===== src/rtl/rc_reset_sequencer.sv =====
// Reset sequencer for the Rocket host-clock domain: releases core reset after MMCM lock and MIG
// calibration, watches for their loss, and runs drained warm resets on software request.
module rc_reset_sequencer #(
  parameter int unsigned SYNC_STAGES   = 2,
  parameter int unsigned HOLD_CYCLES   = 64,
  parameter int unsigned CALIB_TIMEOUT = 1048576,
  parameter int unsigned DRAIN_TIMEOUT = 4096,
  parameter int unsigned OUTSTANDING_W = 6
) (
  input  logic                     clk,
  input  logic                     reset_n,
  input  logic                     mmcm_locked,
  input  logic                     ddr_calib_done,
  input  logic                     sw_reset_req,
  input  logic                     sw_retry,
  input  logic                     mem_ar_valid,
  input  logic                     mem_ar_ready,
  input  logic                     mem_aw_valid,
  input  logic                     mem_aw_ready,
  input  logic                     mem_r_valid,
  input  logic                     mem_r_ready,
  input  logic                     mem_r_last,
  input  logic                     mem_b_valid,
  input  logic                     mem_b_ready,
  output logic                     core_reset,
  output logic                     mem_req_block,
  output logic [2:0]               state,
  output logic [OUTSTANDING_W-1:0] outstanding_rd,
  output logic [OUTSTANDING_W-1:0] outstanding_wr,
  output logic [7:0]               lock_loss_count,
  output logic                     fault,
  output logic                     drain_forced
);

  localparam int unsigned TimerMax0 =
      (CALIB_TIMEOUT > HOLD_CYCLES) ? CALIB_TIMEOUT : HOLD_CYCLES;
  localparam int unsigned TimerMax  = (TimerMax0 > DRAIN_TIMEOUT) ? TimerMax0 : DRAIN_TIMEOUT;
  localparam int unsigned TimerW    = $clog2(TimerMax + 1);

  localparam logic [TimerW-1:0] HoldLast  = TimerW'(HOLD_CYCLES - 1);
  localparam logic [TimerW-1:0] CalibLast = TimerW'(CALIB_TIMEOUT - 1);
  localparam logic [TimerW-1:0] DrainLast = TimerW'(DRAIN_TIMEOUT - 1);

  typedef enum logic [2:0] {
    StWaitLock  = 3'd0,
    StWaitCalib = 3'd1,
    StHold      = 3'd2,
    StRun       = 3'd3,
    StDrain     = 3'd4,
    StFault     = 3'd5
  } state_e;

  state_e                   state_q, state_d;
  logic [TimerW-1:0]        timer_q, timer_d;
  logic [SYNC_STAGES-1:0]   lock_sync_q, calib_sync_q;
  logic                     lock_s, calib_s;
  logic                     core_reset_q, core_reset_d;
  logic                     block_q, block_d;
  logic                     fault_q, fault_d;
  logic                     forced_q, forced_d;
  logic [OUTSTANDING_W-1:0] rd_q, rd_d, wr_q, wr_d;
  logic [7:0]               llc_q, llc_d;
  logic                     lock_lost, drain_timed_out;
  logic                     rd_inc, rd_dec, wr_inc, wr_dec;

  always_ff @(posedge clk or negedge reset_n) begin
    if (!reset_n) begin
      lock_sync_q  <= '0;
      calib_sync_q <= '0;
    end else begin
      lock_sync_q[0]  <= mmcm_locked;
      calib_sync_q[0] <= ddr_calib_done;
      for (int i = 1; i < SYNC_STAGES; i++) begin
        lock_sync_q[i]  <= lock_sync_q[i-1];
        calib_sync_q[i] <= calib_sync_q[i-1];
      end
    end
  end

  assign lock_s  = lock_sync_q[SYNC_STAGES-1];
  assign calib_s = calib_sync_q[SYNC_STAGES-1];

  // State register together with every registered output.
  always_ff @(posedge clk or negedge reset_n) begin
    if (!reset_n) begin
      state_q      <= StWaitLock;
      timer_q      <= '0;
      core_reset_q <= 1'b1;
      block_q      <= 1'b1;
      fault_q      <= 1'b0;
      forced_q     <= 1'b0;
      rd_q         <= '0;
      wr_q         <= '0;
      llc_q        <= '0;
    end else begin
      state_q      <= state_d;
      timer_q      <= timer_d;
      core_reset_q <= core_reset_d;
      block_q      <= block_d;
      fault_q      <= fault_d;
      forced_q     <= forced_d;
      rd_q         <= rd_d;
      wr_q         <= wr_d;
      llc_q        <= llc_d;
    end
  end

  always_comb begin
    state_d         = state_q;
    lock_lost       = 1'b0;
    drain_timed_out = 1'b0;
    unique case (state_q)
      StWaitLock: begin
        if (lock_s) state_d = StWaitCalib;
      end
      StWaitCalib: begin
        if (!lock_s)                  state_d = StWaitLock;
        else if (timer_q == CalibLast) state_d = StFault;
        else if (calib_s)             state_d = StHold;
      end
      StHold: begin
        if (!lock_s)                 state_d = StWaitLock;
        else if (!calib_s)           state_d = StWaitCalib;
        else if (timer_q == HoldLast) state_d = StRun;
      end
      StRun: begin
        if (!lock_s) begin
          state_d   = StWaitLock;
          lock_lost = 1'b1;
        end else if (!calib_s) begin
          state_d = StWaitCalib;
        end else if (sw_reset_req) begin
          state_d = StDrain;
        end
      end
      StDrain: begin
        if (!lock_s) begin
          state_d   = StWaitLock;
          lock_lost = 1'b1;
        end else if (!calib_s) begin
          state_d = StWaitCalib;
        end else if (rd_q == '0 && wr_q == '0) begin
          state_d = StHold;
        end else if (timer_q == DrainLast) begin
          state_d         = StHold;
          drain_timed_out = 1'b1;
        end
      end
      StFault: begin
        if (sw_retry) state_d = StWaitLock;
      end
      default: state_d = StWaitLock;
    endcase
  end

  always_comb begin
    core_reset_d = 1'b1;
    block_d      = 1'b1;
    fault_d      = 1'b0;
    unique case (state_d)
      StRun: begin
        core_reset_d = 1'b0;
        block_d      = 1'b0;
      end
      StDrain: core_reset_d = 1'b0;
      StFault: fault_d      = 1'b1;
      default: ;
    endcase
  end

  function automatic logic [OUTSTANDING_W-1:0] step_count(
    input logic [OUTSTANDING_W-1:0] cnt,
    input logic                     inc,
    input logic                     dec
  );
    logic [OUTSTANDING_W-1:0] res;
    res = cnt;
    if (inc && !dec && cnt != '1)      res = cnt + OUTSTANDING_W'(1);
    else if (dec && !inc && cnt != '0) res = cnt - OUTSTANDING_W'(1);
    return res;
  endfunction

  assign rd_inc = mem_ar_valid & mem_ar_ready;
  assign rd_dec = mem_r_valid & mem_r_ready & mem_r_last;
  assign wr_inc = mem_aw_valid & mem_aw_ready;
  assign wr_dec = mem_b_valid & mem_b_ready;

  // Counters clear in step with core_reset so they read zero whenever the core is held.
  always_comb begin
    rd_d     = core_reset_d ? '0 : step_count(rd_q, rd_inc, rd_dec);
    wr_d     = core_reset_d ? '0 : step_count(wr_q, wr_inc, wr_dec);
    llc_d    = (lock_lost && llc_q != 8'hFF) ? llc_q + 8'd1 : llc_q;
    forced_d = forced_q | drain_timed_out;
    timer_d  = (state_d != state_q) ? '0 : timer_q + TimerW'(1);
  end

  assign state           = state_q;
  assign core_reset      = core_reset_q;
  assign mem_req_block   = block_q;
  assign fault           = fault_q;
  assign drain_forced    = forced_q;
  assign outstanding_rd  = rd_q;
  assign outstanding_wr  = wr_q;
  assign lock_loss_count = llc_q;

endmodule

===== config.mk =====
export PLATFORM = sky130hd
export DESIGN_NAME = rc_reset_sequencer
export DESIGN_NICKNAME = d
export VERILOG_FILES = /design/src/rtl/rc_reset_sequencer.sv
export SDC_FILE = /design/constraint.sdc
export NUM_CORES = 1
export LEC_CHECK = 0
export ABC_AREA = 1
export BUFFER_PORTS_ARGS = -buffer_cell sky130_fd_sc_hd__buf_2
export CAP_MARGIN = 10
export CORE_MARGIN = 5
export CORE_UTILIZATION = 50
export DETAILED_ROUTE_END_ITERATION = 12
export PLACE_DENSITY = 0.73
export SLEW_MARGIN = 10
export SYNTH_ARGS = -nofsm -noshare
export SYNTH_HDL_FRONTEND = slang
export SYNTH_SLANG_ARGS = --single-unit

===== constraint.sdc =====
create_clock -name clk -period 2.15 [get_ports clk]
set_input_delay 0.43 -clock clk [delete_from_list [all_inputs] [get_ports clk]]
set_output_delay 0.43 -clock clk [all_outputs]
set_load 0.01 [all_outputs]

==> After elaboration in Yosys (flattened, before gate mapping) <==
Cells that the tools add are included.
{ "classes": {"muxes": 33, "add_sub_neg": 6, "n_reduce_logical": 21, "bitwise_logic": 6, "n_shift": 0, "order_cmp": 0, "div_mod_pow": 0, "n_eq_ne": 17, "multipliers": 0} }
{ "op_table": {"columns": ["operator", "count"], "rows": [
  ["$mux 3", 15],
  ["$mux 6", 6],
  ["$add 21x1->21 const B", 1],
  ["$eq 21x12->1 const B", 1],
  ["$eq 21x20->1 const B", 1],
  ["$eq 21x6->1 const B", 1],
  ["$mux 21", 1],
  ["$pmux 3 s6", 1],
  ["$add 6x1->6 const B", 2],
  ["$eq 3x3->1 const B", 4],
  ["$logic_not 6->1", 2],
  ["$ne 6x6->1 const B", 2],
  ["$reduce_bool 6->1", 2],
  ["$sub 6x1->6 const B", 2],
  ["$logic_and 1x1->1", 10],
  ["$mux 1", 10],
  ["$eq 3x2->1 const B", 3],
  ["$add 8x1->8 const B", 1],
  ["$ne 8x8->1 const B", 1],
  ["$ne 3x1->1 const B", 2],
  ["$and 1x1->1", 5],
  ["$logic_not 1->1", 4],
  ["$reduce_or 2->1", 2],
  ["$eq 3x1->1 const B", 1],
  ["other kinds (3)", 3]
]} }
{ "totals": {"latchBits": 0, "input_bits": 15, "ramBits": 0, "ff_bits": 52, "wordCells": 94, "rom_bits": 0, "n_memories": 0} }

==> Longest topological paths before layout <==
Gate-level depths: netlist (run 1).
{ "depth": {"depth_word": 9, "mapped_depth": 14, "depth_no_buf": 14} }

==> Least setup slack after synthesis (run 1) <==
Ideal clock, no wire load.
{ "synth_timing": {"path_type": "register -> register", "start": "register wr_q[1] (netlist: outstanding_wr[1])", "end": "register wr_q[5] (netlist: outstanding_wr[5])", "n_path_buf": 0, "path_stages_with_launch": 15, "setup_slack_ns": -0.037, "t_arrival_ns": 2.064, "required_ns": 2.027, "path_cell_list": "dfrtp_1 inv_1 nor3_1 nand3_1 nand4_1 ha_1 a21oi_1 nand2_1 nand2_1 nand2_1 a21oi_1 nand2_1 o21ai_0 xor2_1 a21oi_2"} }
{ "synth_between": {"elab_chain_cells": 9} }
{ "synth_lines": {"columns": ["item", "line_no", "text"], "rows": [
  ["start: declaration", "61", "logic [OUTSTANDING_W-1:0] rd_q, rd_d, wr_q, wr_d;"],
  ["start signal: assignment", "103", "wr_q <= wr_d;"],
  ["$logic_not 6->1", "142", "end else if (rd_q == '0 && wr_q == '0) begin"],
  ["$logic_and 1x1->1", "142", null],
  ["$mux 3", "142", null],
  ["$mux 3", "140", "end else if (!calib_s) begin"],
  ["$mux 3", "137", "if (!lock_s) begin"],
  ["$pmux 3 s6", "112", "unique case (state_q)"],
  ["$eq 3x2->1 / $eq 3x3->1 (equally long branches)", "160", "unique case (state_d)"],
  ["$reduce_or 2->1 (no line)", null, null],
  ["$ne 3x1->1 (no line) / $mux 6 (equally long branches)", null, null]
]} }
Parallel ways exist; a longest one is shown, timed or not. The select of a mux whose other input is x is not followed.
A chain may end at the register's enable or synchronous reset.

==> Worst setup path after layout (run 1) <==
{ "layout_timing": {"start": "register wr_q[3] (netlist: outstanding_wr[3])", "end": "register wr_q[5] (netlist: outstanding_wr[5])"} }
Same word-level chain as after synthesis.

==> impl_results.md, run 1 <==
- EDFF count, synth: 0
- XOR/XNOR Fraction of Synth Area: 7.86%
- Vias per inst: 5.25
- Complex-gate fraction of the synthesized area: 6.21%
- First-pass detailed-route iteration total: 4
- DR WL/cell: 14.0 um
- Average size of a mapped cell: 8.61 um2
- Max-Cap Viols: 0
- Final core occ: 67.2%
- Grt peak-use layer: met2
- Final #Nets: 499
- P_sw: 0.738 mW
- Slew at the pin closest to its max-slew limit: 0.464 ns
- Hold_ws: 0.0973 ns
- Total CTS buffers: 5
- Post-route minimum period: 2.15 ns
- Via count: 2887
- Worst r2r src: outstanding_wr[3]
- Sw frac: 30.8%
- Clock root cell: clkbuf_8
- # hold bufs at CTS: 0
- Relative slew margins: 68.9%
- Simple-gate share of the synthesized area: 33.0%
- Die width: 91.8 um
- Most used DFF post-synth: dfrtp_1
- Post-DP HPWL: 5190 um
- Gate power share: 26.0%
- Max clock buf depth: 2
- Flops & latches, synth: 52
- CP required: 2.35 ns
- IO buf count: 41
- Maximum vdd drop: 0.000382 V
- Critical Path End Type: flip-flop
- Fmax: 0.466 GHz
- Drt initial violations: 154
- Synth cell types: 40
- # DRC: 0
- Seq/Total Area, Yosys: 39.0%
- Layout cells sized above 1: 39.7%
- Hold Path Class: in -> async
- Total GRT Usage: 17.0%
- IO Pins: 42
- Final setup TNS: 0 ns
- Syn_nets: 415
- Status: completed
- Core Area: 0.00642 mm2
- Slew Viols, Final: 0
- Htree depth: 2
- Number of synthesis warnings: 0
- Mux contribution to synthesized area: 0.636%
- WL final: 7700 um
- Routed Antenna Nets: 0
- Adder-Cell Fraction of Synth Area: 4.94%
- Largest family of logic cells by synthesized area: simple AND/OR/NAND/NOR gates
- Final period util: 99.8%
- Mapped Cells: 388
- Die Y: 91.8 um
- Area grow syn2layout: 29.1%
- Reg power frac: 45.3%
- Fill cell count: 506
- Worst Path Class, Setup: reg -> reg
- Gpl congestion: 0.868
- Pwr Total: 2.40 mW
- Met1 GRT Util: 21.0%
- Vias in the first global route: 2740
- Final hold viol count: 0
- Largest net degree at the start of global routing: 29
- Async S/R FF share, synth: 100%
- Cell leakage power: 2.04 nW
- Die ar.: 0.00842 mm2
- CP arrival: 2.35 ns
- CP startpoint kind: flip-flop
- CP startpoint: outstanding_wr[3]
- Met3 Use GR: 2.45%
- Core Rows: 29
- Pwr/cell area: 555 mW/mm2
- Clock power frac: 28.7%
- Met2 usage: 30.6%
- Initial core utilization: 52.0%
- Mapped cell area: 0.00334 mm2
- R2R setup slack: 0.004 ns
- Clk pin slew, worst setup/hold paths: 0.10 ns
- Antenna violations before repair: 0
- Num Clock Sinks: 52
- Clock latency on the worst-skew pair: 0.31 ns
- # diodes: 0
- Final setup violation count: 0
- Grt total ovfl: 0
- Pint: 1.66 mW
- CTS tree: built
- Worst Clk Skew: 0.00834 ns
- First-pass GRT wire length: 12000 um
- RSZ-0062 raised after global routing: yes
- Critical Path Fanout Max: 5
critical path, stage by stage (launching register included):
cell	delay (ns)
dfrtp_1	0.41
nand2_2	0.08
nor3_2	0.04
nand3_1	0.06
nand4_1	0.24
buf_4	0.23
buf_4	0.13
ha_1	0.31
a21oi_2	0.18
nand2_1	0.08
o21ai_2	0.06
xor2_1	0.18
a21oi_2	0.04
final cells by class:
class | instances | area (um2) | share of cell area (%)
clock buffer | 5 | 68.8 | 1.59
clock inverter | 3 | 47.5 | 1.10
inverter | 55 | 206 | 4.78
multi-input combinational | 274 | 1970 | 45.7
sequential | 52 | 1310 | 30.2
tap | 77 | 96.3 | 2.23
timing repair buffer | 84 | 621 | 14.4
timing repair:
item | CTS | global route
endpoints found under the setup margin | 1 | 34
cloned | 0 | 3
setup buffers | 3 | 18
pin swaps | 5 | 22
resized for setup | 2 | 44
cell usage after synthesis (2+ instances only):
library cell / instances / area share [%]
nand3_1: 34 / 5.1
a21oi_2: 7 / 1.8
nand4_1: 8 / 1.5
dfstp_2: 2 / 1.6
nand2_1: 71 / 8.0
xnor2_1: 11 / 2.9
fa_1: 2 / 1.2
inv_1: 44 / 4.9
o21ai_0: 7 / 1.0
dfrtp_1: 50 / 37
nor3_1: 8 / 1.2
a21boi_2: 3 / 1.0
a21boi_1: 2 / 0.45
inv_2: 10 / 1.1
nand4_4: 2 / 1.3
a21oi_1: 4 / 0.60
ha_1: 10 / 3.7
nor3_2: 20 / 6.0
nor2_4: 5 / 1.7
or2_1: 2 / 0.37
nor2_1: 36 / 4.0
nand3_2: 5 / 1.5
xor2_1: 19 / 5.0
buf_6: 6 / 2.0
nand2_2: 5 / 0.94
power by group through the flow:
stage	sequential [mW]	combinational, mW	clock (mW)
after CTS	1.08	0.469	0.711
after global placement	1.10	0.455	0
final	1.09	0.623	0.688
after detailed placement	1.10	0.463	0
after global routing	1.09	0.680	0.745
after floorplan	1.11	0.307	0
registers in the layout (all words and copies together), names as in the netlist, 2 cells and up:
signal and flops:
lock_loss_count 8, outstanding_wr 6, timer_q 21, state 3, outstanding_rd 6, lock_sync_q 2
calib_sync_q 2
placed cells by master, fill, tap and decap left out, drive strengths merged:
cell,n
dfstp,2
o221ai,1
xnor2,11
o21ai,8
buf,82
or2,3
nand3,40
nor3,28
nand2,77
a22oi,1
fa,2
a21oi,11
a21boi,5
nor2,41
inv,55
clkinv,2
o21bai,1
mux2,1
ha,10
xor2,19
nand4,10
mux2i,1
dfrtp,50
a211oi,1
o22ai,1
bufinv,1
clkbuf,7
and2,1
nor4,1
path summary, 6_finish.rpt:
path                                      end  cells past startpoint
max                         outstanding_wr[5]                     12
min                        lock_loss_count[3]                      2
max reg2reg                 outstanding_wr[5]                     12
min reg2reg                   calib_sync_q[1]                      0
max in group asynchronous       mem_req_block                      2
min in group clk               lock_sync_q[0]                      1
metal layers:
layer	share of wire [%]	wire length [um]
met5	0	0
met4	1.2	94
met3	2.9	224
met2	53	4070
met1	43	3310
through the flow:
stage / instances / worst slack [ns] / cell area [um2]
after floorplan: 388 / 0.00681 / 3360
after global placement: 518 / -0.0112 / 3770
after detailed placement: 518 / -0.0956 / 3770
after CTS: 529 / -0.00661 / 3920
after global routing: 550 / -0.127 / 4320
final: 550 / 0.00376 / 4320
kinds of logic (layout without fill, tap and decap cells):
logic type	Yosys count	count (layout)
adders and majority gates	12	12
buffers and inverters	62	147
and+or+nand+nor	201	201
AOI/OAI and AO/OA	29	29
muxes	2	2
DFF	52	52
xor gates and xnor gates	30	30
Power figures use the tool's default switching activity.
==> inputs of run 2 (changes only) <==
CORE_ASPECT_RATIO = 2   (was unset)
==> impl_results.md, run 2 (synthesis gave the netlist of run 1 again) <==
- Worst r2r src: outstanding_rd[3]
- Vias per inst: 5.20 (-0.84%)
- Die ar.: 0.00852 mm2 (+1.2%)
- Clk pin slew, worst setup/hold paths: 0.07 ns (-0.03 ns)
- First-pass GRT wire length: 13000 um (+8.0%)
- IO buf count: 41 (unchanged)
- Core Rows: 42 (+45%)
- IO Pins: 42 (unchanged)
- Worst r2r path cells: 15 (+3)
- RR Endpoint: outstanding_rd[5]
- Slew Viols, Final: 0 (unchanged)
- # diodes: 0 (unchanged)
- Die width: 67.8 um (-26%)
- Post-DP Area: 0.00386 mm2 (+2.2%)
- DR WL/cell: 15.2 um (+8.8%)
- Final Worst Setup Slack: -0.0914 ns (-0.0952 ns)
- Largest net degree at the start of global routing: 33 (+14%)
- Footprint of the multi-input gates: 0.00205 mm2 (+4.1%)
- Grt total ovfl: 0 (unchanged)
- Drt initial violations: 174 (+13%)
- Gpl congestion: 0.892 (+2.8%)
- Clock latency on the worst-skew pair: 0.30 ns (about the same)
- Max reg flops: 21 (unchanged)
- Worst Clk Skew: 0.00977 ns (+0.00143 ns)
- Post-DP HPWL: 5900 um (+14%)
- Maximum vdd drop: 0.000548 V (+44%)
- Vias in the first global route: 3033 (+11%)
- Crit path to: outstanding_rd[5]
- Relative slew margins: 67.4% (-1.5 points)
- CP startpoint kind: flip-flop
- Antenna violations before repair: 0 (unchanged)
- Post-route insts no fill: 571 (+3.8%)
- # hold bufs at CTS: 0 (unchanged)
- Total CTS buffers: 5 (unchanged)
- Via count: 2972 (+2.9%)
- Final #Nets: 509 (+2.0%)
- Worst Path Class, Setup: reg -> reg
- Final period util: 104% (+4.4 points)
- Htree depth: 2 (unchanged)
- DP Cell Count: 535 (+3.3%)
- Post-route minimum period: 2.24 ns (+0.0952 ns)
- WL final: 8700 um (+13%)
- Clock root cell: clkbuf_16
- RSZ-0062 raised after global routing: yes
- Status: complete, but fails checks
- Total GRT Usage: 19.4% (+2.5 points)
- Cell leakage power: 2.15 nW (+5.7%)
- Core Area: 0.00657 mm2 (+2.3%)
- CP startpoint: outstanding_rd[3]
- Post-Place Worst Slack: -0.159 ns (-0.0638 ns)
- Max clock buf depth: 2 (unchanged)
- Failing checks: setup timing
- Pwr/cell area: 566 mW/mm2 (+1.9%)
- CTS tree: built
- Slew at the pin closest to its max-slew limit: 0.490 ns (+0.0261 ns)
- Critical Path Fanout Max: 3 (-2)
- Die Y: 126 um (+37%)
- Seq. cell area: 0.00131 mm2 (unchanged)
- Fin area: 0.00456 mm2 (+5.7%)
- Routed Antenna Nets: 0 (unchanged)
- Final setup violation count: 13 (+13)
- CP arrival: 2.41 ns (+0.06 ns)
- Most common cell after layout, fill and taps aside: nand2_1
- Final setup TNS: -0.227 ns (-0.227 ns)
- Initial core utilization: 50.9% (-1.2 points)
- Num Clock Sinks: 52 (unchanged)
- Layout cells sized above 1: 41.6% (+1.9 points)
- Fill cell count: 511 (+0.99%)
- R2R setup slack: -0.09 ns (-0.10 ns)
- First-pass detailed-route iteration total: 4 (unchanged)
- Critical Path End Type: flip-flop
- Commonest cells after routing, fill and taps aside: 62 x nand2_1, 49 x dfrtp_1, 42 x inv_1
- CP required: 2.32 ns (-0.03 ns)
- Fmax: 0.446 GHz (-4.2%)
- Area grow syn2layout: 36.5%
- # DRC: 0 (unchanged)
- Max-Cap Viols: 0 (unchanged)
- Final hold viol count: 0 (unchanged)
- Pwr Total: 2.58 mW (+7.8%)
- Reg with most FFs: timer_q
- Hold Path Class: in -> async
## run 2: through the flow
step / utilization (%) / hold slack, ns
2_1_floorplan: - / 0.134
3_3_place_gp: 58.7 / 0.332
3_5_place_dp: 58.7 / 0.335
4_1_cts: 61.8 / 0.105
5_1_grt: 69.4 / 0.132
6_report: 69.4 / 0.0957
## run 2: final cells by class
cell class / count / share of cell area (%)
multi-input combinational: 274 / 45.0
sequential: 52 / 28.6
timing repair buffer: 94 / 16.2
inverter: 55 / 4.58
clock buffer: 7 / 3.13
tap: 88 / 2.41
clock inverter: 1 / 0.165
## run 2: worst min-delay path by stage
stage / startpoint / to / slack, ns
after global routing: reset_n / lock_loss_count[5] / 0.13
after detailed placement: calib_sync_q[0] / calib_sync_q[1] / 0.33
final: reset_n / state[2] / 0.1
after floorplan: reset_n / calib_sync_q[0] / 0.13
after CTS: reset_n / lock_loss_count[3] / 0.11
after global placement: lock_sync_q[0] / lock_sync_q[1] / 0.33
## run 2: routing by layer
metal / GRT usage [%] / routed length, um / vias up
met5: 0 / 0 / -
met4: 8.21 / 210 / 0
met3: 3.57 / 232 / 18
met2: 36.7 / 5170 / 46
met1: 19.6 / 3080 / 1466
li1: - / - / 1442
## run 2: what timing repair did
action / in CTS / in global routing
pin swaps: 6 / 45
endpoints found under the setup margin: 25 / 34
gates resized for setup: 6 / 55
cloned: 0 / 2
setup buffers: 4 / 22
## run 2: worst max-delay path, stage by stage (launching register included)
cell and delay, ns:
dfrtp_1 0.39, nand2_1 0.10, nor2_1 0.05, nand3_1 0.08, nand4_1 0.21, buf_4 0.24, ha_4 0.24, nand3_4 0.06
nand3_2 0.06, nand2_2 0.09, nand2_2 0.07, a21oi_2 0.18, nand2_1 0.08, o21ai_2 0.06, xnor2_1 0.14, a21oi_2 0.05
## run 2: power by group
| part | switching, mW | internal (mW) |
|---|---|---|
| Combinational | 0.370 | 0.299 |
| Clock | 0.352 | 0.464 |
| Sequential | 0.0609 | 1.04 |
==> inputs of run 3 (changes only) <==
CORE_UTILIZATION = 53   (was 50)
PLACE_DENSITY = 0.77   (was 0.73)
==> impl_results.md, run 3 (synthesis gave the netlist of run 1 again) <==
- Critical Path End Type: flip-flop
- Fmax: 0.471 GHz (+5.5%)
- RSZ-0062 raised after global routing: yes
- Clock latency on the worst-skew pair: 0.29 ns (about the same)
- Pwr Total: 2.66 mW (+2.9%)
- IO Pins: 42 (unchanged)
- Relative slew margins: 59.8% (-7.6 points)
- Max-Cap Viols: 0 (unchanged)
- Area grow syn2layout: 31.1%
- First-pass GRT wire length: 11800 um (-9.1%)
- Status: completed
- Worst Path Class, Setup: reg -> reg
- # diodes: 0 (unchanged)
- Routed Antenna Nets: 0 (unchanged)
- Vias per inst: 5.21 (+0.18%)
- Core Rows: 41 (-2.4%)
- CP required: 2.36 ns (+0.04 ns)
- Final Worst Setup Slack: 0.0257 ns (+0.117 ns)
- Post-Place Worst Slack: -0.0681 ns (+0.0912 ns)
- Gate power share: 24.0% (-1.9 points)
- Post-route insts no fill: 555 (-2.8%)
- Die ar.: 0.00809 mm2 (-5.0%)
- Maximum vdd drop: 0.000560 V (+2.1%)
- Final hold viol count: 0 (unchanged)
- Vias in the first global route: 2637 (-13%)
- Num Clock Sinks: 52 (unchanged)
- Fin area: 0.00438 mm2 (-4.0%)
- IO buf count: 41 (unchanged)
- Via count: 2894 (-2.6%)
- CTS tree: built
- CP startpoint kind: flip-flop
- Most common cell after layout, fill and taps aside: nand2_1
- Clk pin slew, worst setup/hold paths: 0.07 ns (about the same)
- Clock power frac: 35.0% (+3.4 points)
- P_sw: 0.757 mW (-3.4%)
- Final setup violation count: 0 (-13)
- Commonest cells after routing, fill and taps aside: 68 x nand2_1, 49 x dfrtp_1, 43 x inv_1
- WL final: 7780 um (-10%)
- Drt initial violations: 157 (-9.8%)
- # hold bufs at CTS: 0 (unchanged)
- Hold_ws: 0.141 ns (+0.0456 ns)
- Max reg flops: 21 (unchanged)
- Reg power frac: 41.1% (-1.3 points)
- Core Area: 0.00621 mm2 (-5.5%)
- Largest net degree at the start of global routing: 29 (-12%)
- Htree depth: 2 (unchanged)
- Hold Path Class: in -> async
- Post-route minimum period: 2.12 ns (-0.117 ns)
- DP Cell Count: 529 (-1.1%)
- CP arrival: 2.34 ns (-0.07 ns)
- Max clock buf depth: 2 (unchanged)
- Post-DP HPWL: 5140 um (-13%)
- Slew at the pin closest to its max-slew limit: 0.603 ns (+0.114 ns)
- Post-DP Area: 0.00381 mm2 (-1.2%)
- # DRC: 0 (unchanged)
- Reg with most FFs: timer_q
- First-pass detailed-route iteration total: 4 (unchanged)
- Pwr/cell area: 607 mW/mm2 (+7.2%)
- Critical Path Fanout Max: 5 (+2)
- Pint: 1.90 mW (+5.7%)
- Final core occ: 70.6% (+1.1 points)
- Sw frac: 28.5% (-1.9 points)
- Initial core utilization: 53.8% (+3.0 points)
- Layout cells sized above 1: 36.0% (-5.6 points)
- Final #Nets: 495 (-2.8%)
- Grt total ovfl: 0 (unchanged)
- Die Y: 122 um (-2.6%)
- Clock root cell: clkbuf_16
- Total GRT Usage: 18.4% (-1.1 points)
- Final period util: 98.8% (-5.4 points)
- Cell leakage power: 2.09 nW (-3.1%)
- Die width: 66.2 um (-2.4%)
- Antenna violations before repair: 0 (unchanged)
- Total CTS buffers: 5 (unchanged)
- DR WL/cell: 14.0 um (-7.9%)
- Final setup TNS: 0 ns (+0.227 ns)
- Worst Clk Skew: 0.00376 ns (-0.00600 ns)
- Gpl congestion: 0.929 (+4.1%)
- Slew Viols, Final: 0 (unchanged)
[run 3: layout make-up]
| class | instances | area (um2) |
|---|---|---|
| clock inverters | 2 | 38.8 |
| fillers | 446 | 1830 |
| inverters | 55 | 206 |
| flip-flops and latches | 52 | 1310 |
| repair buffers | 80 | 646 |
| clock buffers | 6 | 139 |
| well taps | 86 | 108 |
| multi-input cells | 274 | 1940 |
[run 3: layer usage]
metal	track usage, %	wire length, um	up-vias
met5	0	0	-
met4	5.22	136	0
met3	3.30	373	15
met2	30.4	4030	90
met1	24.3	3250	1372
li1	-	-	1417
[run 3: repair_timing]
action | in CTS | in global routing
pin swaps | 3 | 33
cloned | 0 | 6
setup buffers | 0 | 12
resized for setup | 0 | 34
endpoints found under the setup margin | 1 | 31
[run 3: worst paths after layout]
| kind | depth (start not counted) | slack, ns | start | to |
|---|---|---|---|---|
| worst max-delay path | 13 | 0.03 | timer_q[0] | timer_q[0] |
| worst min-delay path | 1 | 0.14 | reset_n | timer_q[10] |
| worst max register to register | 13 | 0.03 | timer_q[0] | timer_q[0] |
| worst min register to register | 0 | 0.35 | calib_sync_q[0] | calib_sync_q[1] |
| max in group asynchronous | 2 | 1.45 | reset_n | outstanding_rd[1] |
| min in group clk | 1 | 0.24 | mmcm_locked | lock_sync_q[0] |
[run 3: power by group through the flow]
| stage | sequential, mW | clock, mW | combinational, mW |
|---|---|---|---|
| final | 1.09 | 0.930 | 0.637 |
| after global routing | 1.10 | 0.982 | 0.688 |
| after CTS | 1.09 | 0.949 | 0.472 |
| after detailed placement | 1.11 | 0 | 0.467 |
| after global placement | 1.11 | 0 | 0.457 |
| after floorplan | 1.11 | 0 | 0.307 |
[run 3: worst max-delay path, cell delays in order, from the launching register on]
cell       delay [ns]
dfrtp_1          0.36
ha_2             0.19
nand2_2          0.07
nor2_4           0.20
buf_6            0.14
nand3_4          0.08
nor2_4           0.15
nand4_4          0.12
nand2_2          0.11
inv_2            0.06
nand3_2          0.07
nand3_4          0.14
clkbuf_16        0.20
nor3_2           0.15
